==> config.mk <==
export PLATFORM = sky130hd
export DESIGN_NAME = pps_capture
export DESIGN_NICKNAME = d
export VERILOG_FILES = /design/src/rtl/pps_capture.sv
export SDC_FILE = /design/constraint.sdc
export NUM_CORES = 1
export LEC_CHECK = 0
export ABC_AREA = 1
export CAP_MARGIN = 20
export CORE_MARGIN = 2
export CORE_UTILIZATION = 45
export DETAILED_ROUTE_END_ITERATION = 8
export GPL_TIMING_DRIVEN = 0
export HOLD_SLACK_MARGIN = 0.03
export MAX_ROUTING_LAYER = met4
export PLACE_DENSITY = 0.7
export SLEW_MARGIN = 20
export SYNTH_ARGS = -nofsm -noshare
export SYNTH_HDL_FRONTEND = slang
export SYNTH_SLANG_ARGS = --single-unit
==> constraint.sdc <==
create_clock -name clk -period 5.57 [get_ports clk]
set_input_delay 1.114 -clock clk [delete_from_list [all_inputs] [get_ports clk]]
set_output_delay 1.114 -clock clk [all_outputs]
set_load 0.1 [all_outputs]
==> src/rtl/pps_capture.sv <==
// Synchronises and deglitches the GPS PPS input and captures the timestamp at the qualified rising edge (optional PPS_GLITCH_CNT_EN adds glitch_count).
// pps_valid is asserted FILTER_CYCLES cycles after the synchronised rise, and time_pps holds the timestamp from the rise cycle; there is no backpressure.
`timescale 1ns/1ps
module pps_capture #(
    parameter int          TIMESTAMP_WIDTH   = 64,
    parameter int          SYNC_STAGES       = 2,
    parameter int          FILTER_CYCLES     = 4,
    parameter logic [31:0] MIN_PERIOD_CYCLES = 32'd150000000,
    parameter logic [31:0] TIMEOUT_CYCLES    = 32'd170000000
) (
    input  logic                       clk,
    input  logic                       resetn,
    input  logic                       pps_in,
    input  logic [TIMESTAMP_WIDTH-1:0] timestamp,
    input  logic                       enable,
    output logic [TIMESTAMP_WIDTH-1:0] time_pps,
    output logic                       pps_valid,
    output logic                       pps_lost,
`ifdef PPS_GLITCH_CNT_EN
    output logic [31:0]                pps_count,
    output logic [15:0]                glitch_count
`else
    output logic [31:0]                pps_count
`endif
);

    typedef enum logic [1:0] {
        WAIT_LOW = 2'd0,
        ARMED    = 2'd1,
        QUALIFY  = 2'd2
    } state_t;

    localparam logic [7:0] FILT = 8'(FILTER_CYCLES);

    logic [SYNC_STAGES-1:0]     sync_q;
    state_t                     state_q;
    logic [7:0]                 qual_q;
    logic [TIMESTAMP_WIDTH-1:0] cand_q;
    logic [31:0]                period_q;
    logic                       first_q;
    logic [TIMESTAMP_WIDTH-1:0] time_pps_q;
    logic                       pps_valid_q;
    logic                       pps_lost_q;
    logic [31:0]                pps_count_q;

    logic                       s;
    logic [31:0]                period_inc;
    logic [31:0]                period_d;
    logic [7:0]                 qual_inc;
    logic                       accept_qual;
    logic                       accept_fast;
    logic                       accept;
    logic [TIMESTAMP_WIDTH-1:0] accept_ts;
    logic                       lost_d;
    logic                       holdoff_done;

    always_ff @(posedge clk) begin
        if (!resetn) begin
            sync_q <= '0;
        end else begin
            sync_q <= {sync_q[SYNC_STAGES-2:0], pps_in};
        end
    end

    always_comb begin
        s            = sync_q[SYNC_STAGES-1];
        period_inc   = (period_q == 32'hFFFF_FFFF) ? period_q : period_q + 32'd1;
        qual_inc     = qual_q + 8'd1;
        accept_qual  = (state_q == QUALIFY) && enable && s && (qual_inc == FILT);
        // A one-cycle filter accepts straight from ARMED with the live timestamp.
        accept_fast  = (FILTER_CYCLES == 1) && (state_q == ARMED) && enable && s;
        accept       = accept_qual || accept_fast;
        accept_ts    = accept_fast ? timestamp : cand_q;
        period_d     = accept ? 32'd0 : period_inc;
        lost_d       = accept ? 1'b0
                              : (pps_lost_q || (first_q && (period_inc >= TIMEOUT_CYCLES)));
        holdoff_done = !first_q || (period_q >= MIN_PERIOD_CYCLES);
    end

    always_ff @(posedge clk) begin
        if (!resetn) begin
            state_q     <= WAIT_LOW;
            qual_q      <= 8'd0;
            cand_q      <= '0;
            period_q    <= 32'd0;
            first_q     <= 1'b0;
            time_pps_q  <= '0;
            pps_valid_q <= 1'b0;
            pps_lost_q  <= 1'b1;
            pps_count_q <= 32'd0;
        end else begin
            pps_valid_q <= accept;
            period_q    <= period_d;
            pps_lost_q  <= lost_d;
            if (accept) begin
                time_pps_q  <= accept_ts;
                pps_count_q <= pps_count_q + 32'd1;
                first_q     <= 1'b1;
            end
            case (state_q)
                WAIT_LOW: begin
                    // A low must be seen before re-arming, so a stuck-high input never retriggers.
                    if (!s && holdoff_done) begin
                        state_q <= ARMED;
                    end
                end
                ARMED: begin
                    if (s && enable) begin
                        cand_q  <= timestamp;
                        qual_q  <= 8'd1;
                        state_q <= accept_fast ? WAIT_LOW : QUALIFY;
                    end
                end
                QUALIFY: begin
                    if (!enable) begin
                        state_q <= WAIT_LOW;
                    end else if (!s) begin
                        state_q <= ARMED;
                    end else if (accept_qual) begin
                        state_q <= WAIT_LOW;
                    end else begin
                        qual_q <= qual_inc;
                    end
                end
                default: state_q <= WAIT_LOW;
            endcase
        end
    end

`ifdef PPS_GLITCH_CNT_EN
    logic        s_prev_q;
    logic [15:0] glitch_q;
    logic        glitch_evt;

    // Counts filter aborts and rises that land inside the holdoff window.
    always_comb begin
        glitch_evt = ((state_q == QUALIFY) && enable && !s) ||
                     ((state_q == WAIT_LOW) && s && !s_prev_q);
    end

    always_ff @(posedge clk) begin
        if (!resetn) begin
            s_prev_q <= 1'b0;
            glitch_q <= 16'd0;
        end else begin
            s_prev_q <= s;
            if (glitch_evt && (glitch_q != 16'hFFFF)) begin
                glitch_q <= glitch_q + 16'd1;
            end
        end
    end

    assign glitch_count = glitch_q;
`endif

    assign time_pps  = time_pps_q;
    assign pps_valid = pps_valid_q;
    assign pps_lost  = pps_lost_q;
    assign pps_count = pps_count_q;

endmodule

**Yosys cells after proc, flatten, opt, wreduce, memory -nomap -nowiden**

Index checks and enable logic that the tools add are counted.

- Add/subtract/negate cells: 3
- Order comparisons: 2
- Equality and inequality tests: 10
- Multiplexer cells: 13
- Bitwise logic cells: 1
- Reduce and logical (&&, ||, !) cells: 16

Operator list:

| cell | count |
|---|---|
| 32-bit by 1-bit adder with 32-bit output (second input constant) | 2 |
| 32-bit by 28-bit greater-or-equal comparator with 1-bit output (second input constant) | 2 |
| 32-bit equality test (second input constant) | 1 |
| 32-bit two-way mux | 1 |
| 8-bit two-way mux | 4 |
| 8-bit one-hot mux with 2 select lines | 1 |
| 2-bit two-way mux | 5 |
| 2-bit != test (second input constant) | 5 |
| 8-bit by 1-bit adder with 8-bit output (second input constant) | 1 |
| 8-bit by 3-bit equality test with 1-bit output (second input constant) | 1 |
| 1-bit logical AND | 6 |
| 2-bit one-hot mux with 3 select lines | 1 |
| 5-bit AND reduction | 1 |
| 4-bit != test (second input constant) | 1 |
| 3-bit AND reduction | 1 |
| 2-bit by 1-bit equality test with 1-bit output (second input constant) | 1 |
| 2-bit equality test (second input constant) | 1 |
| 1-bit logical NOT | 2 |
| 2-bit logical NOT | 1 |
| 1-bit logical OR | 2 |
| 2-bit AND reduction | 1 |
| 2-bit nonzero test | 1 |
| 2-bit OR reduction | 1 |
| 1-bit two-way mux | 1 |
| 1-bit NOT | 1 |

- Bits in registers: 207
- Input port bits: 68
- Output and inout bits: 98

**Logic depth before layout (Yosys ltp)**

- Depth in word-level cells: 8
- Gate-level depth with buffers: 16

**Worst setup path before layout**

Ideal clock, no wire load.

- Path type: register to register
- Start point: reg pps_count_q[1] (netlist: pps_count[1])
- End point: reg pps_count_q[30] (netlist: pps_count[30])
- Library setup time: 0.132 ns
- Data arrival time: 2.376 ns
- Data required time: 5.438 ns
- Path slack: 3.061 ns
- Stages on the path, launching flop included: 10
- Buffers on the path: 0
- Cell sequence: dfxtp_1 -> ha_1 -> inv_1 -> nor3_1 -> inv_1 -> nor3_1 -> nand4_1 -> xnor2_1 -> nand4_1 -> a21oi_1

- Cells in the longest elaborated chain, start to end: 1

Ends and longest elaborated chain:

| what | line | text |
|---|---|---|
| start: declaration | 44 | `logic [31:0] pps_count_q;` |
| start signal: assignment | 97 | `pps_count_q <= pps_count_q + 32'd1;` |
| 32-bit by 1-bit adder with 32-bit output | 97 |  |

Every way passes these cells.
A chain may end at the register's enable or synchronous reset.

**Final worst setup path**

- Start point: reg pps_count_q[20] (netlist: pps_count[20])
- End point: out pps_count[20]

RTL lines:

| what | line | text |
|---|---|---|
| end: declaration | 23 | `output logic [31:0] pps_count` |

No word-level cell between the ends.

==> results.toml <==
[placement]
portBuffers = 165
place.gp.congestion = 0.9529
placed_area_um2 = 11080
dpl.hpwl_mm = 19.01
dp.cells = 1717

[clock_tree]
hold_buffers = 0
cts_tree = "yes"
post_cts_resized = 0
htree_levels = 1
clk_latency_ps = 510
numCtsBuffers = 23
postCtsSetupBuffers = 0
cts_root_buf = "clkbuf_16"
cts_buffer_depth = 3
cts_sinks = 207
path_clk_slew_ps = 60

[final_layout]
nets = 1550
final_layout_size_suffix_gt1_frac = 0.04290
syn2layout_area_growth_pct = 30.38
final_cell_area_um2 = 11860
antenna_cells = 0
layoutNonFillerInstCount = 1757

[setup_path]
crit_family = "buffers and inverters"
worst-path-buf-inv = 1
worst_ep_required_time_ps = 4460
path_cells = "clkdlybuf4s50_1"
slowest_stage = "clkdlybuf4s50_1"
start_kind = "flip-flop"
crit_fanout = 7
path_class = "reg2out"
cpPeakStageDelay_ps = 1180
crit_arrival_ps = 2150
endpoint_kind = "output pin"

[power]
leakage_nw = 4.763
seqPwrFrac = 0.476
ir_drop_v = 0.0001782
powerDensity_nw_per_um2 = 266.2
clock_power_share = 0.488
p_sw_frac = 0.2134
comb_power_share = 0.036
switching_power_w = 0.0006735
p_int_w = 0.002483

[timing]
rsz0062_at_grt = "no"
worst_pin_slew_ps = 1085
setup_viol = 0
finalHoldViolations = 0
timing.hold.ws_ps = 411.4
setup_tns_ps = 0
maxSlewHeadroom = 0.2741
finalClockSkew_ps = 10.11
max_freq_mhz = 306.6
drv_slew = 0
fin_crit_sh = 0.5856
fin_crit_ps = 3262

[drt]
vias_per_cell = 5.087
drt_iter0_drc = 499
highest_layer = "met4"
drt-met1-wl_mm = 11.63
ant_nets = 0
vias = 8937
drt_first_pass_iters = 7
postRouteWirelength_mm = 25.95
wl_per_cell_um = 14.77
met3_wirelength_mm = 2.040
post-route-drc-count = 0
wl_met2_mm = 11.72

[min_path]
min_path_type = "reg2reg"

[grt]
grt_use_total = 0.2435
grt_overflow_total = 0
grt_first_pass_wirelength_mm = 42.01
grt_pass1_vias = 8409
antenna_found_initial = 0
grt_max_degree = 14

[synthesis]
synthCells = 1287
synthFlopType = "dfxtp_1"
yosysSeqAreaShare = 0.4557
syn_area_per_cell_um2 = 7.066
synth_seq_cells = 207
syn_area_um2 = 9094
synth_edf_count = 0
syn_nets = 1360
synth.distinct_cells = 35
synthArstFlopShare = 0
ys.warnings.count = 0

[die]
io_pins = 166
start_util = 0.4627
num_rows = 51
fp.coreArea_um2 = 19650
die_area_um2 = 21360
fp.dieW_um = 146.2
die_h_um = 146.2

[outcome]
status = "completed"

[job]
cap_violations = 0
[power groups by stage]
stage / clock, W / sequential (W) / combinational, W
2_1_floorplan: 0 / 0.00153 / 0.0000470
3_3_place_gp: 0 / 0.00154 / 0.000113
3_5_place_dp: 0 / 0.00154 / 0.000114
4_1_cts: 0.00157 / 0.00150 / 0.000115
5_1_grt: 0.00163 / 0.00150 / 0.000126
6_report: 0.00154 / 0.00150 / 0.000114
[cell usage in the layout (no fill, tap or decap), types with 2 or more instances in the layout]
cell,netlist,routed
a21oi_1,52,52
nor4_1,9,9
nor3_1,26,26
ha_1,5,5
clkbuf_8,0,9
o21bai_1,3,3
xor2_1,30,30
clkbuf_16,0,23
nor3b_1,3,3
clkbuf_1,43,48
a31oi_1,10,10
nand2_1,332,332
nand3b_1,6,6
buf_2,13,13
nand2_2,2,2
inv_1,61,61
clkdlybuf4s50_1,0,165
nand4_1,37,37
xnor2_1,13,13
nor2_1,232,232
dfxtp_1,207,207
o21ai_0,81,81
nand3_1,100,100
buf_1,5,5
buf_4,4,4
[cells in the mapped netlist, types with 2 or more instances]
cell type  count  area, µm²
nand3_1      100      500.5
nor2_1       232      870.8
o21ai_0       81      405.4
nor3_1        26      130.1
inv_1         61      229.0
buf_2         13      65.06
nor4_1         9      56.30
nand2_1      332       1246
ha_1           5      62.56
buf_1          5      18.77
xor2_1        30      262.8
nand2_2        2      12.51
nand3b_1       6      45.04
xnor2_1       13      113.9
nand4_1       37      231.5
clkbuf_1      43      161.4
dfxtp_1      207       4144
buf_4          4      30.03
nor3b_1        3      22.52
a21oi_1       52      260.3
o21bai_1       3      22.52
a31oi_1       10      62.56
[sequential cells by signal, indices dropped and copies added (netlist names), 2 cells and up]
register	flops
accept_ts	64
qual_q	8
pps_count	32
period_q	32
state_q	2
time_pps	64
sync_q	2
[final timing paths]
kind	from	to	slack, ps	cells after the start
setup / recovery	pps_count[20]	pps_count[20]	2310	1
hold / removal	sync_q[0]	sync_q[1]	410	2
setup reg to reg	period_q[0]	period_q[28]	2800	10
hold reg to reg	sync_q[0]	sync_q[1]	410	2
[worst reg2reg max path, cell delays in order (launching register included)]
cell and delay (ps):
dfxtp_1 380, ha_1 220, buf_4 170, nand3_2 120
inv_1 80, nand2_1 150, nor2_2 80, nand2_2 210
clkbuf_1 500, clkbuf_1 510, a31oi_1 190
[per-stage QoR]
step                utilization  worst slack [ps]  power [W]
finish                   0.6033              2308   0.003157
global route             0.6033              2246   0.003260
CTS                      0.6033              2287   0.003185
detailed placement       0.5636              2286   0.001650
global placement         0.5636              2348   0.001648
floorplan                     -              3061   0.001581
[layout make-up]
cell class | instances | area [µm²]
buffer | 65 | 275.3
clock buffer | 37 | 718.2
clock inverter | 3 | 61.31
fill | 1918 | 7797
inverter | 63 | 236.5
multi-input combinational | 952 | 4438
sequential | 207 | 4144
tap | 265 | 331.6
timing repair buffer | 165 | 1652
[logic make-up after synthesis]
kind of cell,Yosys count,synth area share
flip-flops,207,0.4557
AO/OA/AOI/OAI,148,0.08421
buffers and inverters,128,0.05627
adder cells (fa/ha/maj),5,0.006879
XOR/XNOR,44,0.04320
AND/OR/NAND/NOR,755,0.3537
[layer usage]
metal,vias up,track usage
li1,4571,-
met1,4067,0.3108
met2,261,0.3851
met3,38,0.06344
met4,0,0.06456
met5,-,-
No activity file was read; power rests on OpenSTA's default activity.
